`src/rtl/sa_pkg.sv`:
```
// Shared definitions for the weight-stationary systolic array front end:
// default geometry and the feeder controller state encoding.
package sa_pkg;

    localparam int SA_N          = 4;
    localparam int SA_DATA_WIDTH = 16;
    localparam int SA_LEN_WIDTH  = 8;

    typedef enum logic [2:0] {
        ST_IDLE,
        ST_LOAD_W,
        ST_STREAM,
        ST_DRAIN,
        ST_DONE
    } feeder_state_e;

    // Counter width able to index 0..n-1, never narrower than one bit.
    function automatic int cnt_width(input int n);
        return (n > 1) ? $clog2(n) : 1;
    endfunction

endpackage

```
`src/rtl/ws_array_feeder_if.sv`:
```
// Weight-row and activation-vector valid/ready streams into the feeder.
interface ws_array_feeder_if #(
    parameter int N          = sa_pkg::SA_N,
    parameter int DATA_WIDTH = sa_pkg::SA_DATA_WIDTH
) ();

    logic                  w_valid;
    logic                  w_ready;
    logic [N*DATA_WIDTH-1:0] w_data;
    logic                  a_valid;
    logic                  a_ready;
    logic [N*DATA_WIDTH-1:0] a_data;

    modport master (
        output w_valid, w_data, a_valid, a_data,
        input  w_ready, a_ready
    );

    modport slave (
        input  w_valid, w_data, a_valid, a_data,
        output w_ready, a_ready
    );

endinterface

```
`src/rtl/skew_line.sv`:
```
// Fixed-depth delay chain for one array row, carrying {acc_en, data};
// asynchronous clear so a reset flushes all in-flight beats.
module skew_line #(
    parameter int DEPTH      = 1,
    parameter int DATA_WIDTH = 16
) (
    input  logic                         clk,
    input  logic                         rstn,
    input  logic                         in_en,
    input  logic signed [DATA_WIDTH-1:0] in_data,
    output logic                         out_en,
    output logic signed [DATA_WIDTH-1:0] out_data
);

    logic                         en_p   [DEPTH];
    logic signed [DATA_WIDTH-1:0] data_p [DEPTH];

    always_ff @(posedge clk or negedge rstn) begin
        if (!rstn) begin
            for (int i = 0; i < DEPTH; i++) begin
                en_p[i]   <= 1'b0;
                data_p[i] <= '0;
            end
        end else begin
            en_p[0]   <= in_en;
            data_p[0] <= in_data;
            for (int i = 1; i < DEPTH; i++) begin
                en_p[i]   <= en_p[i-1];
                data_p[i] <= data_p[i-1];
            end
        end
    end

    assign out_en   = en_p[DEPTH-1];
    assign out_data = data_p[DEPTH-1];

endmodule

```
`src/rtl/ws_array_feeder.sv`:
```
// Tile sequencer for a weight-stationary N x N array: loads N weight rows,
// streams vec_len activation vectors through per-row skew lines, then drains.
module ws_array_feeder
    import sa_pkg::*;
#(
    parameter int N          = SA_N,
    parameter int DATA_WIDTH = SA_DATA_WIDTH,
    parameter int LEN_WIDTH  = SA_LEN_WIDTH
) (
    input  logic                    clk,
    input  logic                    rstn,
    input  logic                    start,
    input  logic [LEN_WIDTH-1:0]    vec_len,
    ws_array_feeder_if.slave        bus,
    output logic [N*DATA_WIDTH-1:0] weight_o,
    output logic [N-1:0]            load_en_o,
    output logic [N*DATA_WIDTH-1:0] data_o,
    output logic [N-1:0]            acc_en_o,
    output logic                    busy,
    output logic                    done
);

    localparam int CW = cnt_width(N);

    feeder_state_e        state, state_nxt;
    logic [LEN_WIDTH-1:0] len_q;
    logic [LEN_WIDTH-1:0] vec_cnt;
    logic [CW-1:0]        w_cnt;
    logic [CW-1:0]        d_cnt;
    logic                 w_hs, a_hs;
    logic                 w_last, a_last, d_last;

    // Handshakes decoded from state directly to keep ready out of the next-state loop.
    assign w_hs   = bus.w_valid & (state == ST_LOAD_W);
    assign a_hs   = bus.a_valid & (state == ST_STREAM);
    assign w_last = (w_cnt == CW'(N-1));
    assign a_last = (vec_cnt == len_q - 1'b1);
    assign d_last = (d_cnt == CW'(N-1));

    always_ff @(posedge clk or negedge rstn) begin
        if (!rstn) state <= ST_IDLE;
        else       state <= state_nxt;
    end

    always_comb begin
        state_nxt   = state;
        bus.w_ready = 1'b0;
        bus.a_ready = 1'b0;
        busy        = 1'b1;
        done        = 1'b0;
        case (state)
            ST_IDLE: begin
                busy = 1'b0;
                if (start) state_nxt = ST_LOAD_W;
            end
            ST_LOAD_W: begin
                bus.w_ready = 1'b1;
                if (w_hs && w_last) state_nxt = (len_q != '0) ? ST_STREAM : ST_DONE;
            end
            ST_STREAM: begin
                bus.a_ready = 1'b1;
                if (a_hs && a_last) state_nxt = ST_DRAIN;
            end
            ST_DRAIN: begin
                if (d_last) state_nxt = ST_DONE;
            end
            ST_DONE: begin
                done      = 1'b1;
                state_nxt = ST_IDLE;
            end
            default: state_nxt = ST_IDLE;
        endcase
    end

    always_ff @(posedge clk or negedge rstn) begin
        if (!rstn) begin
            len_q   <= '0;
            vec_cnt <= '0;
            w_cnt   <= '0;
            d_cnt   <= '0;
        end else begin
            if (state == ST_IDLE && start) len_q <= vec_len;
            if (state == ST_IDLE)  vec_cnt <= '0;
            else if (a_hs)         vec_cnt <= vec_cnt + 1'b1;
            if (state == ST_IDLE)  w_cnt <= '0;
            else if (w_hs)         w_cnt <= w_cnt + 1'b1;
            if (state == ST_DRAIN) d_cnt <= d_cnt + 1'b1;
            else                   d_cnt <= '0;
        end
    end

    // Weight broadcast holds its value between strobes.
    always_ff @(posedge clk or negedge rstn) begin
        if (!rstn) begin
            weight_o  <= '0;
            load_en_o <= '0;
        end else begin
            load_en_o <= w_hs ? (N'(1) << w_cnt) : '0;
            if (w_hs) weight_o <= bus.w_data;
        end
    end

    // Non-handshake cycles enter the skew lines as zero bubbles.
    for (genvar r = 0; r < N; r++) begin : g_row
        logic signed [DATA_WIDTH-1:0] lane_in;
        logic signed [DATA_WIDTH-1:0] lane_out;
        logic                         en_out;

        assign lane_in = a_hs ? $signed(bus.a_data[r*DATA_WIDTH +: DATA_WIDTH]) : '0;

        skew_line #(
            .DEPTH      (r + 1),
            .DATA_WIDTH (DATA_WIDTH)
        ) u_skew (
            .clk      (clk),
            .rstn     (rstn),
            .in_en    (a_hs),
            .in_data  (lane_in),
            .out_en   (en_out),
            .out_data (lane_out)
        );

        assign data_o[r*DATA_WIDTH +: DATA_WIDTH] = lane_out;
        assign acc_en_o[r]                         = en_out;
    end

endmodule

```
`src/flat_wrapper.sv`:
```
// flat-port wrapper written by rule: the top's interface ports become plain ports
module ws_array_feeder_flat import sa_pkg::*;
#(
    parameter int N          = SA_N,
    parameter int DATA_WIDTH = SA_DATA_WIDTH,
    parameter int LEN_WIDTH  = SA_LEN_WIDTH
)
  (clk, rstn, start, vec_len, weight_o, load_en_o, data_o, acc_en_o, busy, done, bus_w_valid, bus_w_data, bus_a_valid, bus_a_data, bus_w_ready, bus_a_ready);
  ws_array_feeder_if #(.N(N), .DATA_WIDTH(DATA_WIDTH)) bus_i ();
  input  logic clk;
  input  logic rstn;
  input  logic start;
  input  logic [LEN_WIDTH-1:0] vec_len;
  output logic [N*DATA_WIDTH-1:0] weight_o;
  output logic [N-1:0] load_en_o;
  output logic [N*DATA_WIDTH-1:0] data_o;
  output logic [N-1:0] acc_en_o;
  output logic busy;
  output logic done;
  input wire logic [$bits(bus_i.w_valid)-1:0] bus_w_valid;
  input wire logic [$bits(bus_i.w_data)-1:0] bus_w_data;
  input wire logic [$bits(bus_i.a_valid)-1:0] bus_a_valid;
  input wire logic [$bits(bus_i.a_data)-1:0] bus_a_data;
  output wire logic [$bits(bus_i.w_ready)-1:0] bus_w_ready;
  output wire logic [$bits(bus_i.a_ready)-1:0] bus_a_ready;
  assign bus_i.w_valid = bus_w_valid;
  assign bus_i.w_data = bus_w_data;
  assign bus_i.a_valid = bus_a_valid;
  assign bus_i.a_data = bus_a_data;
  assign bus_w_ready = bus_i.w_ready;
  assign bus_a_ready = bus_i.a_ready;
  ws_array_feeder #(.N(N), .DATA_WIDTH(DATA_WIDTH), .LEN_WIDTH(LEN_WIDTH)) u_core (.clk(clk), .rstn(rstn), .start(start), .vec_len(vec_len), .bus(bus_i), .weight_o(weight_o), .load_en_o(load_en_o), .data_o(data_o), .acc_en_o(acc_en_o), .busy(busy), .done(done));
endmodule
```
`config.mk`:
```
export PLATFORM = sky130hd
export DESIGN_NAME = ws_array_feeder_flat
export DESIGN_NICKNAME = d
export VERILOG_FILES = /design/src/rtl/sa_pkg.sv /design/src/rtl/ws_array_feeder_if.sv /design/src/rtl/skew_line.sv /design/src/rtl/ws_array_feeder.sv /design/src/flat_wrapper.sv
export SDC_FILE = /design/constraint.sdc
export NUM_CORES = 1
export LEC_CHECK = 0
export ABC_AREA = 1
export BUFFER_PORTS_ARGS = -buffer_cell sky130_fd_sc_hd__buf_2
export CORE_MARGIN = 3
export CORE_UTILIZATION = 30
export CTS_BUF_LIST = sky130_fd_sc_hd__clkbuf_16
export DETAILED_ROUTE_END_ITERATION = 12
export GPL_ROUTABILITY_DRIVEN = 0
export PLACE_DENSITY_LB_ADDON = 0.12
export SLEW_MARGIN = 0
export SYNTH_ARGS = -nofsm -noshare
export SYNTH_HDL_FRONTEND = slang
export SYNTH_SLANG_ARGS = --single-unit
```
`constraint.sdc`:
```
create_clock -name clk -period 2.6 [get_ports clk]
set_input_delay 0.26 -clock clk [delete_from_list [all_inputs] [get_ports clk]]
set_output_delay 0.26 -clock clk [all_outputs]
set_load 0.005 [all_outputs]
```
==> metrics <==
met2 wire length roughly 11000 µm; Gate Count Post-Synth 831; Final Routed Wirelength between 20000 and 25000 µm; share of synthesized flip-flops with an asynchronous set or reset 1.00; net switching power of the design 3.65 mW; share of power burned in combinational logic 0.242; number of buffers created by CTS 28; internal power 8.21 mW; Congestion Overflow GR 0; final hold vios 0; adder-cell area share of the yosys netlist 0.00970; via/cell ratio 3.97; count of placed standard cells in the final layout, fillers left out approximately 1600; HPWL after detailed placement 14200 µm; wire length per cell ~14 µm; M1 WL 9300 µm; height of the die around 180 µm; static power due to leakage 7.27 nW; Ant. Diodes 0; highest metal layer with signal wires met4; final setup vio count 0; setup slack of the most critical reg-to-reg path 0.84 ns; NumNets Final 1361; die boundary width 180 µm; element type at the critical path end output port; effective utilization at floorplan 0.310; clock-pin transition on the worst setup and hold timing paths 0.06 ns; mean cell area of the mapped netlist ~11 µm²; PwrDens roughly 930 nW/µm²; detailed-routed wire length on met3 around 1000 µm; Req. time, crit path 2.34 ns; maximum clock rate 509 MHz; maximum ir drop on the vdd rail 520 µV; Worst Setup EP busy; global-route wire length before repair ~36000 µm; worst hold path type in -> reg; most common flop cell mapped by yosys sky130_fd_sc_hd__dfrtp_1; root cell of the clock tree sky130_fd_sc_hd__clkbuf_16; clock tree from TritonCTS yes; number of gates resized after cts 0; Top-Level Pins 281; proportion of power drawn by the clock network 0.312; crit share post-route 0.755; Reg2Reg Launch Point u_core.state[0]$_DFFE_PN0P_; DRC viols 0; detailed-route via count 6416; die outline area 32200 µm²; worst setup slack before clock tree synthesis 0.813 ns; worst endpoint data arrival time between 1.5 and 2 ns; pin count of the biggest net entering global routing 75; share of the synthesized netlist area taken by xor and xnor gates 0.00291; post-synthesis compound-gate area fraction 0.0136; Port Buffers 280; worst hold stages 3; CTS max path bufs 3; number of warnings reported in the yosys synthesis log 0; final total negative setup slack 0 ns; power share of the sequential group 0.446; number of maximum-capacitance violations 0; violation count after the first detailed-routing iteration 287; commonest non-fill, non-tap cell in the layout sky130_fd_sc_hd__buf_2; worst-case reg-to-reg path depth 7; remaining number of nets flagged by the antenna check after routing 0; unrepaired setup endpoints after global routing no; number of search-and-repair iterations in the first detailed-routing pass 4; summed instance area of the synthesized netlist roughly 9000 µm²; largest family of logic cells by synthesized area simple AND/OR/NAND/NOR gates; buffers inserted by post-CTS timing repair 0; Crit. Startpoint u_core.state[0]$_DFFE_PN0P_; share of the yosys chip area belonging to registers 0.707; Final Worst Setup Slack 0.637 ns; Yosys cell types 28; area growth from synthesis to layout 41.2%; multiplexer fraction of the synthesized cell area 0.00249; net count after synthesis 979; leading cell types in the layout, fill and taps excluded 279 x sky130_fd_sc_hd__buf_2, 255 x sky130_fd_sc_hd__dfrtp_1, 238 x sky130_fd_sc_hd__nand2_1; share of cells above drive strength 1 0.282; latest clock arrival within the worst-skew pair 0.53 ns; area of the core 29200 µm²; Crit Reg-Reg Endpoint u_core.vec_cnt[7]$_DFFE_PN0P_; result of the run finished clean; min cycle time layout 1.96 ns; area fraction in and, or, nand and nor cells after synthesis 0.166; cell count after placement 1430; actual transition at the worst max-transition pin 0.707 ns; number of enable flip-flop cells after synthesis 0; Crit Path Category reg -> out; global-route usage over all layers 0.133; flops & latches, synth 255; relative slew slack 0.529; clock skew after layout 0.00683 ns; Worst setup SP type flip-flop; maximum fanout encountered on the critical timing path 10; count of pins over their slew limit 0; number of global-route vias before repair 6669; switching share of total power 0.308; Clock H-tree levels 1; initial antenna violation count 0; # fillers 2873; # clock sinks between 200 and 300; number of placement rows slightly above 60
## cell type report
type | instances | area [µm²] | area share
tap | 384 | 480 | 0.0377
timing repair buffer | 426 | 2900 | 0.227
multi-input combinational | 403 | 1750 | 0.138
clock inverter | 20 | 160 | 0.0126
clock buffer | 28 | 701 | 0.0550
inverter | 99 | 372 | 0.0291
sequential | 255 | 6380 | 0.501
## worst min-delay path by stage
stage | startpoint | to | slack [ns]
4_1_cts | bus_w_valid | u_core.load_en_o[3]$_DFF_PN0_ | 0.03
6_report | bus_w_valid | u_core.load_en_o[3]$_DFF_PN0_ | 0.07
5_1_grt | bus_w_valid | u_core.load_en_o[3]$_DFF_PN0_ | 0.05
3_3_place_gp | rstn | u_core.g_row[2].u_skew.data_p[39]$_DFF_PN0_ | 0.28
2_1_floorplan | rstn | u_core.d_cnt[0]$_DFF_PN0_ | -0.04
3_5_place_dp | rstn | u_core.g_row[2].u_skew.data_p[39]$_DFF_PN0_ | 0.28
## cell families (layout without fill, tap and decap cells)
group | count (synthesis) | in the layout
buffers and inverters | 173 | 573
adders and majority gates | 7 | 7
DFF | 255 | 255
xor gates and xnor gates | 3 | 3
and+or+nand+nor | 368 | 368
AOI/OAI and AO/OA | 23 | 23
muxes | 2 | 2
## worst max-delay path, stage by stage (launching register included)
cell and delay [ns]:
sky130_fd_sc_hd__dfrtp_1 0.39, sky130_fd_sc_hd__nor2_2 0.21, sky130_fd_sc_hd__inv_1 0.09, sky130_fd_sc_hd__nor2_2 0.18
sky130_fd_sc_hd__inv_2 0.15, sky130_fd_sc_hd__buf_2 0.15
## layer usage
layer | vias to the layer above | track usage
met1 | 3018 | 0.168
li1 | 3180 | -
met2 | 171 | 0.230
met3 | 47 | 0.0261
met5 | - | 0
met4 | 0 | 0.0452
## power groups by stage
| stage | Sequential (mW) | Combinational [mW] | Clock, mW |
|---|---|---|---|
| final | 5.28 | 2.88 | 3.70 |
| after global routing | 5.40 | 3.27 | 4.00 |
| after CTS | 5.29 | 2.93 | 3.86 |
| after detailed placement | 5.35 | 2.76 | 0 |
| after global placement | 5.33 | 2.75 | 0 |
| after floorplan | 5.35 | 1.59 | 0 |
## sequential cells by signal (all words and copies together) (netlist names)
register	cells
u_core.vec_cnt	8
u_core.w_cnt	2
u_core.g_row.u_skew.out_data	64
u_core.load_en_o	4
u_core.g_row.u_skew.out_en	4
u_core.weight_o	64
u_core.d_cnt	2
u_core.g_row.u_skew.data_p	96
u_core.len_q	8
u_core.state	3
## metrics by stage
| step | total power, mW | hold WS [ns] | instance area [µm²] | util |
|---|---|---|---|---|
| 6_report | 11.9 | 0.0666 | 12700 | 0.437 |
| 5_1_grt | 12.7 | 0.0473 | 12700 | 0.437 |
| 4_1_cts | 12.1 | 0.0341 | 12700 | 0.437 |
| 3_5_place_dp | 8.11 | 0.278 | 10500 | 0.361 |
| 3_3_place_gp | 8.08 | 0.282 | 10500 | 0.361 |
| 2_1_floorplan | 6.93 | -0.0356 | 9030 | - |
## repair_timing
item / in CTS / in global routing
hold endpoints to repair: 205 / 0
endpoints found under the setup margin: 0 / 0
hold buffers: 137 / 0
## cells in the mapped netlist (5+ instances only)
library cell	number	share of area
sky130_fd_sc_hd__dfrtp_1	255	0.71
sky130_fd_sc_hd__nand2_1	238	0.099
sky130_fd_sc_hd__nor2_1	102	0.042
sky130_fd_sc_hd__inv_1	96	0.040
sky130_fd_sc_hd__buf_4	52	0.043
sky130_fd_sc_hd__buf_2	11	0.0061
sky130_fd_sc_hd__a21oi_1	10	0.0055
sky130_fd_sc_hd__nand3_1	10	0.0055
sky130_fd_sc_hd__o21ai_0	8	0.0044
sky130_fd_sc_hd__ha_1	7	0.0097
sky130_fd_sc_hd__nor2_2	7	0.0048
sky130_fd_sc_hd__buf_6	5	0.0062
sky130_fd_sc_hd__clkbuf_1	5	0.0021
Power figures use the tool's default switching activity.
